`config.mk`:
```
export PLATFORM = sky130hd
export DESIGN_NAME = uart_tx
export DESIGN_NICKNAME = d
export VERILOG_FILES = /design/src/rtl/uart_tx.sv
export SDC_FILE = /design/constraint.sdc
export NUM_CORES = 1
export LEC_CHECK = 0
export ABC_AREA = 1
export CAP_MARGIN = 20
export CORE_ASPECT_RATIO = 0.5
export CORE_UTILIZATION = 50
export DETAILED_ROUTE_END_ITERATION = 12
export GPL_ROUTABILITY_DRIVEN = 1
export PLACE_DENSITY = 0.69
export SLEW_MARGIN = 20
export SYNTH_ARGS = -nofsm -noshare
export SYNTH_HDL_FRONTEND = slang
export SYNTH_SLANG_ARGS = --single-unit
```
`constraint.sdc`:
```
create_clock -name clk -period 3.25 [get_ports clk]
set_input_delay 0.325 -clock clk [delete_from_list [all_inputs] [get_ports clk]]
set_output_delay 0.325 -clock clk [all_outputs]
set_load 0.01 [all_outputs]
```
`src/rtl/uart_tx.sv`:
```
// UART transmitter: small FIFO feeding an 8x-oversampled start/data/stop
// serializer. All line and FSM activity advances only on baud8_tick.
module uart_tx #(
    parameter int DATA_BITS  = 8,
    parameter int FIFO_DEPTH = 4
) (
    input  logic                               clk,
    input  logic                               rst,
    input  logic                               baud8_tick,
    input  logic [DATA_BITS-1:0]               tx_data,
    input  logic                               tx_valid,
    output logic                               tx_ready,
    output logic                               tx,
    output logic                               tx_busy,
    output logic                               tx_done,
    output logic [$clog2(FIFO_DEPTH+1)-1:0]    fifo_count
);
    localparam int CW = $clog2(FIFO_DEPTH + 1);
    localparam int PW = $clog2(FIFO_DEPTH);
    localparam int BW = (DATA_BITS > 1) ? $clog2(DATA_BITS) : 1;

    typedef enum logic [1:0] {TX_IDLE, TX_START, TX_DATA, TX_STOP} state_t;

    state_t                 state, state_nxt;
    logic [2:0]             os_cnt;
    logic [BW-1:0]          bit_idx;
    logic [DATA_BITS-1:0]   shreg;
    logic [DATA_BITS-1:0]   mem [FIFO_DEPTH];
    logic [PW-1:0]          wr_ptr, rd_ptr;
    logic                   push, pop, bit_end, last_bit, fifo_nonempty;

    assign tx_ready      = (fifo_count != CW'(FIFO_DEPTH));
    assign push          = tx_valid && tx_ready;
    assign fifo_nonempty = (fifo_count != '0);
    assign bit_end       = baud8_tick && (os_cnt == 3'd7);
    assign last_bit      = (bit_idx == BW'(DATA_BITS - 1));

    // Storage carries no reset; occupancy and pointers define validity.
    always_ff @(posedge clk) begin
        if (push)
            mem[wr_ptr] <= tx_data;
    end

    always_ff @(posedge clk) begin
        if (rst) begin
            state      <= TX_IDLE;
            wr_ptr     <= '0;
            rd_ptr     <= '0;
            fifo_count <= '0;
            os_cnt     <= '0;
            bit_idx    <= '0;
            shreg      <= '0;
            tx         <= 1'b1;
            tx_done    <= 1'b0;
        end else begin
            state <= state_nxt;
            if (push)
                wr_ptr <= wr_ptr + 1'b1;
            if (pop)
                rd_ptr <= rd_ptr + 1'b1;
            fifo_count <= fifo_count + CW'(push) - CW'(pop);
            tx_done    <= bit_end && (state == TX_STOP);

            if (pop) begin
                // Frame start: load from FIFO head, drive start bit.
                shreg  <= mem[rd_ptr];
                tx     <= 1'b0;
                os_cnt <= '0;
            end else if (baud8_tick && state != TX_IDLE) begin
                os_cnt <= bit_end ? 3'd0 : os_cnt + 3'd1;
                if (bit_end) begin
                    case (state)
                        TX_START: begin
                            tx      <= shreg[0];
                            shreg   <= shreg >> 1;
                            bit_idx <= '0;
                        end
                        TX_DATA: begin
                            if (last_bit) begin
                                tx <= 1'b1;
                            end else begin
                                tx      <= shreg[0];
                                shreg   <= shreg >> 1;
                                bit_idx <= bit_idx + 1'b1;
                            end
                        end
                        default: tx <= 1'b1;
                    endcase
                end
            end
        end
    end

    always_comb begin
        state_nxt = state;
        case (state)
            TX_IDLE:  if (baud8_tick && fifo_nonempty) state_nxt = TX_START;
            TX_START: if (bit_end) state_nxt = TX_DATA;
            TX_DATA:  if (bit_end && last_bit) state_nxt = TX_STOP;
            TX_STOP:  if (bit_end) state_nxt = fifo_nonempty ? TX_START : TX_IDLE;
            default:  state_nxt = TX_IDLE;
        endcase
    end

    always_comb begin
        tx_busy = (state != TX_IDLE);
        pop     = baud8_tick && fifo_nonempty &&
                  ((state == TX_IDLE) || (state == TX_STOP && os_cnt == 3'd7));
    end

endmodule
```
==> results.tsv, run 1 <==
metric	value	unit
status	completed	
gr-total-overflow	0	
cpMostUsedCell	ha_1	
ios	19	
placed_area	2910	µm²
firstDrtPassIters	5	
slew_headroom	44.7	%
clock_latency	340	ps
avgSynthCellArea	8.99	µm²
critPathKind	flip-flop to flip-flop	
track_usage	20.0	%
syn_inst	302	
synth_cell_type_count	25	
cp_max_fo	19	
synth_seq_area_share	55.3	%
clkTransAtPathRegs	70	ps
nFillCells	438	
finalHoldViolCount	0	
cpPeakStageDelay	370	ps
rsz0062_at_grt	false	
antenna_found_initial	0	
grt_max_degree	20	
routed_wl	5190	µm
worstPathCellList	ha_1, ha_1, nand2_1, nand2_1, nand3_4, inv_2, ha_1, inv_1, ha_1, inv_1, fa_1, inv_1, o21ai_0, a21oi_1	
syn_to_final_growth	14.0	%
wire_per_inst	13.1	µm
drive_above_1_share	6.12	%
max-vdd-ir-drop	0.355	mV
synth_area_leaders	edfxtp_1, dfxtp_1, nand2_1	
vias_per_cell	5.03	
gp_congestion	0.731	
crit_path_top_delay_cell	fa_1	
period_minus_slack	2610	ps
antenna_left	0	
post_cts_buffers	0	
worst_ep_arrival_time	2880	ps
critPathTopFamily	adder cells	
power	2350	µW
die_x	106	µm
core_area	5070	µm²
final_nets	351	
tns	0	ps
ctsRootBufferMaster	clkbuf_8	
syn_area	2710	µm²
fmax	383	MHz
ys_ff_latch	59	
power.leakage	0.00130	µW
cts-resized-gates	0	
yosysTopAreaCell	edfxtp_1	
num_antenna_cells	0	
cts_tree	done	
syn-num-nets	330	
drc	0	
grt_pass1_wl	8250	µm
setup_viol	0	
dp_hpwl	3520	µm
slew_violations	0	
start_util	53.6	%
cts_sinks	59	
min_period_over_period	80.3	%
powerDensity	760	nW/µm²
rows	18	
finish.instance_area	3090	µm²
worstSetupStartpointType	flip-flop	
vias	1998	
die_h	54.1	µm
endpoint_kind	flip-flop	
netlist.area_leader.share	35.4	%
worstMarginPinSlew	826	ps
cts.htree.levels	3	
skew	5.74	ps
hp-class	flip-flop to flip-flop	
ff2ff_setup_slack	640	ps
cp.buffers_inverters	4	
numPortBuffers	18	
cts_hold_buf	0	
grt_pass1_vias	1844	
cts_buffers	9	
final_util	61.1	%
yosysWarnings	0	
required	3510	ps
dieArea	5740	µm²
clockBufferDepth	2	
maxCapViolations	0	
drt-initial-drc-count	85	
==> cell usage after synthesis <==
library cell   n
o211ai_1       1
nor3_1         1
a21oi_1       15
xor2_1         1
dfxtp_1       27
inv_1         35
clkbuf_1       1
nand2_2        2
clkinv_1       1
inv_2          2
xnor2_1        1
clkbuf_8       2
buf_2          1
nand3_1       24
edfxtp_1      32
nor2_1        45
buf_6          1
nand2_1       69
o21ai_0       19
nand3_4        1
fa_1           1
ha_1          15
buf_4          3
and3_2         1
nand4_1        1
==> layout by cell type, fill, tap and decap left out, types with 2 or more instances in the layout <==
cell,count
nand2_2,2
inv_1,35
clkinvlp_4,2
clkinv_2,2
ha_1,15
clkdlybuf4s50_1,18
inv_2,2
dfxtp_1,27
clkbuf_8,9
nor2_1,45
nand3_1,24
edfxtp_1,32
a21oi_1,15
o21ai_0,19
nand2_1,69
==> sequential cells by signal, summed over array words and instances (netlist names), named ones only <==
| register | cells |
|---|---|
| wr_ptr | 2 |
| tx_done | 1 |
| bit_idx | 3 |
| tx | 1 |
| os_cnt | 3 |
| fifo_count | 3 |
| shreg | 8 |
| rd_ptr | 2 |
| mem | 32 |
| state | 2 |
==> worst register-to-register path, cell delays in order, from the launching register on <==
cell     delay [ps]
dfxtp_1         360
ha_1            170
ha_1            230
nand2_1          70
nand2_1         100
nand3_4         200
inv_2           230
ha_1            260
inv_1            50
ha_1            140
inv_1            50
fa_1            370
inv_1            80
o21ai_0          80
a21oi_1         140
==> cell type report <==
class,count,area [µm²],area share (%)
Timing Repair Buffer,18,180,5.82
Tap cell,70,87.6,2.83
Inverter,38,143,4.61
Clock inverter,5,55.1,1.78
Clock buffer,10,128,4.12
Sequential cell,59,1500,48.5
Multi-Input combinational cell,197,1000,32.3
==> power by group <==
part	switching [µW]	total [µW]	leakage (µW)	internal, µW
clock network	284	631	0.0000881	347
registers	102	1030	0.000514	923
logic	432	696	0.000702	264
==> layer usage <==
layer	GRT usage [%]	routed length (µm)	up-vias
met3	7.26	193	9
met5	0	0	-
li1	-	-	1010
met4	8.33	79	0
met2	36.1	2500	37
met1	22.2	2410	942
==> cell families (layout without fill, tap and decap cells) <==
family / count (synthesis) / after routing / share of synthesized area, %
adder cells (fa/ha/maj): 16 / 16 / 7.65
AND/OR/NAND/NOR: 144 / 144 / 22.0
XOR/XNOR: 2 / 2 / 0.646
buffers and inverters: 46 / 71 / 7.84
flip-flops: 59 / 59 / 55.3
AO/OA/AOI/OAI: 35 / 35 / 6.55
==> stage by stage <==
stage               instances  worst slack, ps  hold slack [ps]
floorplan                 302              876              424
global placement          382              708              454
detailed placement        382              626              458
CTS                       397              620              470
global route              397              403              497
finish                    397              640              474
==> final timing paths <==
check                           depth (start not counted)                    from                        to
worst max-delay path                                   14  os_cnt[0]$_SDFFE_PP0P_  fifo_count[2]$_SDFF_PP0_
worst min-delay path                                    2  os_cnt[2]$_SDFFE_PP0P_    os_cnt[2]$_SDFFE_PP0P_
worst max register to register                         14  os_cnt[0]$_SDFFE_PP0P_  fifo_count[2]$_SDFF_PP0_
worst min register to register                          2  os_cnt[2]$_SDFFE_PP0P_    os_cnt[2]$_SDFFE_PP0P_
Power figures use the tool's default switching activity.
==> run 2, diff against run 1 <==
- PLACE_DENSITY: 0.69 -> 0.72
- clock period: 3.25 -> 2.2 ns (I/O delays scaled with it)
==> run 2 against run 1 <==
Net effect: routed wire length is 2.3% lower; die area stayed put; combinational power increased by 64%.
==> results.tsv, run 2 (same netlist as run 1, synthesis figures left out) <==
metric	value	unit
cts_buffers	9	
power.leakage	0.00135	µW
required	2430	ps
clock_power_share	23.0	%
worstPathCellList	ha_4, ha_4, nand2_2, nand2_2, nand3_4, inv_2, ha_4, inv_1, ha_2, inv_1, fa_2, nor2_1	
gp_congestion	0.752	
period_minus_slack	2040	ps
p_int	2230	µW
hp-class	flip-flop to flip-flop	
hold_depth	2	
syn_to_final_growth	18.6	%
maxCapViolations	0	
start_util	53.6	%
antenna_left	0	
clock_latency	330	ps
endpoint_kind	flip-flop	
setup_viol	0	
powerDensity	1070	nW/µm²
cpMostUsedCell	ha_4	
routed_wl	5070	µm
status	completed	
rows	18	
worstSetupStartpointType	flip-flop	
fmax	490	MHz
grt_pass1_vias	1762	
drc	0	
cts_sinks	59	
pwr-share-seq	43.8	%
ios	19	
slew_headroom	70.2	%
cts_tree	done	
num_antenna_cells	0	
min_period_over_period	92.7	%
numPortBuffers	18	
ctsRootBufferMaster	clkbuf_8	
ff2ff_setup_slack	160	ps
largest_reg_flops	32	
core_area	5070	µm²
vias	2017	
finish.instance_area	3220	µm²
cpPeakStageDelay	510	ps
dp_hpwl	3480	µm
worst_ep_arrival_time	2270	ps
reg_top3	mem (32), shreg (8)	
swShare	35.1	%
worstMarginPinSlew	446	ps
final_cell_mix	nand2_1, nor2_1, inv_1, edfxtp_1, nand3_1	
skew	7.06	ps
gr-total-overflow	0	
largest_register	mem	
tns	0	ps
vias_per_cell	4.92	
final_nets	364	
clockBufferDepth	2	
p_sw	1200	µW
slew_violations	0	
die_x	106	µm
cp_max_fo	4	
placed_area	3010	µm²
grt_pass1_wl	8090	µm
antenna_found_initial	0	
ff2ff_path_depth	12	
hold_start	bit_idx[2]$_SDFFE_PP0P_	
critPathKind	flip-flop to flip-flop	
drt-initial-drc-count	71	
cts.htree.levels	3	
dieArea	5740	µm²
reg2reg_from	os_cnt[0]$_SDFFE_PP0P_	
wire_per_inst	12.4	µm
drive_above_1_share	13.5	%
grt_max_degree	19	
final_common_cell	nand2_1	
crit_path_top_delay_cell	fa_2	
power_frac_comb	33.2	%
die_h	54.1	µm
firstDrtPassIters	4	
finalHoldViolCount	0	
nFillCells	434	
reg2reg_to	fifo_count[1]$_SDFF_PP0_	
clkTransAtPathRegs	60	ps
track_usage	19.5	%
max-vdd-ir-drop	0.481	mV
whs_endpoint	bit_idx[2]$_SDFFE_PP0P_	
## run 2: final cells by class
cell class | instances | area, µm² | share of cell area [%]
Sequential cell | 59 | 1510 | 46.9
Multi-Input combinational cell | 197 | 1050 | 32.6
Timing Repair Buffer | 31 | 278 | 8.63
Inverter | 38 | 143 | 4.43
Clock buffer | 11 | 131 | 4.08
Tap cell | 70 | 87.6 | 2.72
Clock inverter | 4 | 18.8 | 0.583
## run 2: per-stage QoR
stage	hold slack, ps	utilization [%]	instances	total power (µW)	worst slack (ps)
global placement	457	59.5	392	2570	144
floorplan	319	-	302	2300	4.52
finish	479	63.5	410	3430	160
detailed placement	465	59.5	392	2620	64.7
global route	515	63.5	410	3690	-15.2
CTS	474	62.4	407	3410	53.7
## run 2: repair_timing
action | 4_1_cts | 5_1_grt
hold endpoints to repair | 0 | 0
hold buffers | 0 | 0
gates resized for setup | 0 | 8
buffers inserted | 0 | 3
endpoints found under the setup margin | 0 | 2
## run 2: power by group through the flow
stage | Clock [µW] | Sequential [µW] | Combinational [µW]
CTS | 806 | 1500 | 1110
global route | 854 | 1520 | 1310
floorplan | 0 | 1480 | 820
global placement | 0 | 1510 | 1070
finish | 788 | 1500 | 1140
detailed placement | 0 | 1520 | 1100
## run 2: critical path: cells and delay by family, from the launching register on
family                     cells  cell delay (ps)
adders and majority gates      5             1140
and+or+nand+nor                4              260
DFF                            1              360
buffers and inverters          3              180
## run 2: how the worst max path moves through the flow
stage	from	endpoint	slack (ps)
global placement	os_cnt[1]$_SDFFE_PP0P_	fifo_count[2]$_SDFF_PP0_	140
CTS	os_cnt[1]$_SDFFE_PP0P_	fifo_count[2]$_SDFF_PP0_	50
finish	os_cnt[0]$_SDFFE_PP0P_	fifo_count[1]$_SDFF_PP0_	160
floorplan	os_cnt[1]$_SDFFE_PP0P_	fifo_count[2]$_SDFF_PP0_	5
global route	state[1]$_SDFFE_PP0P_	fifo_count[2]$_SDFF_PP0_	-20
detailed placement	os_cnt[1]$_SDFFE_PP0P_	fifo_count[2]$_SDFF_PP0_	60
## run 2: routing by layer
layer	global-route usage (%)	wire length, µm
met1	23.8	2510
met2	33.3	2350
met3	7.99	193
met4	4.17	15
met5	0	0
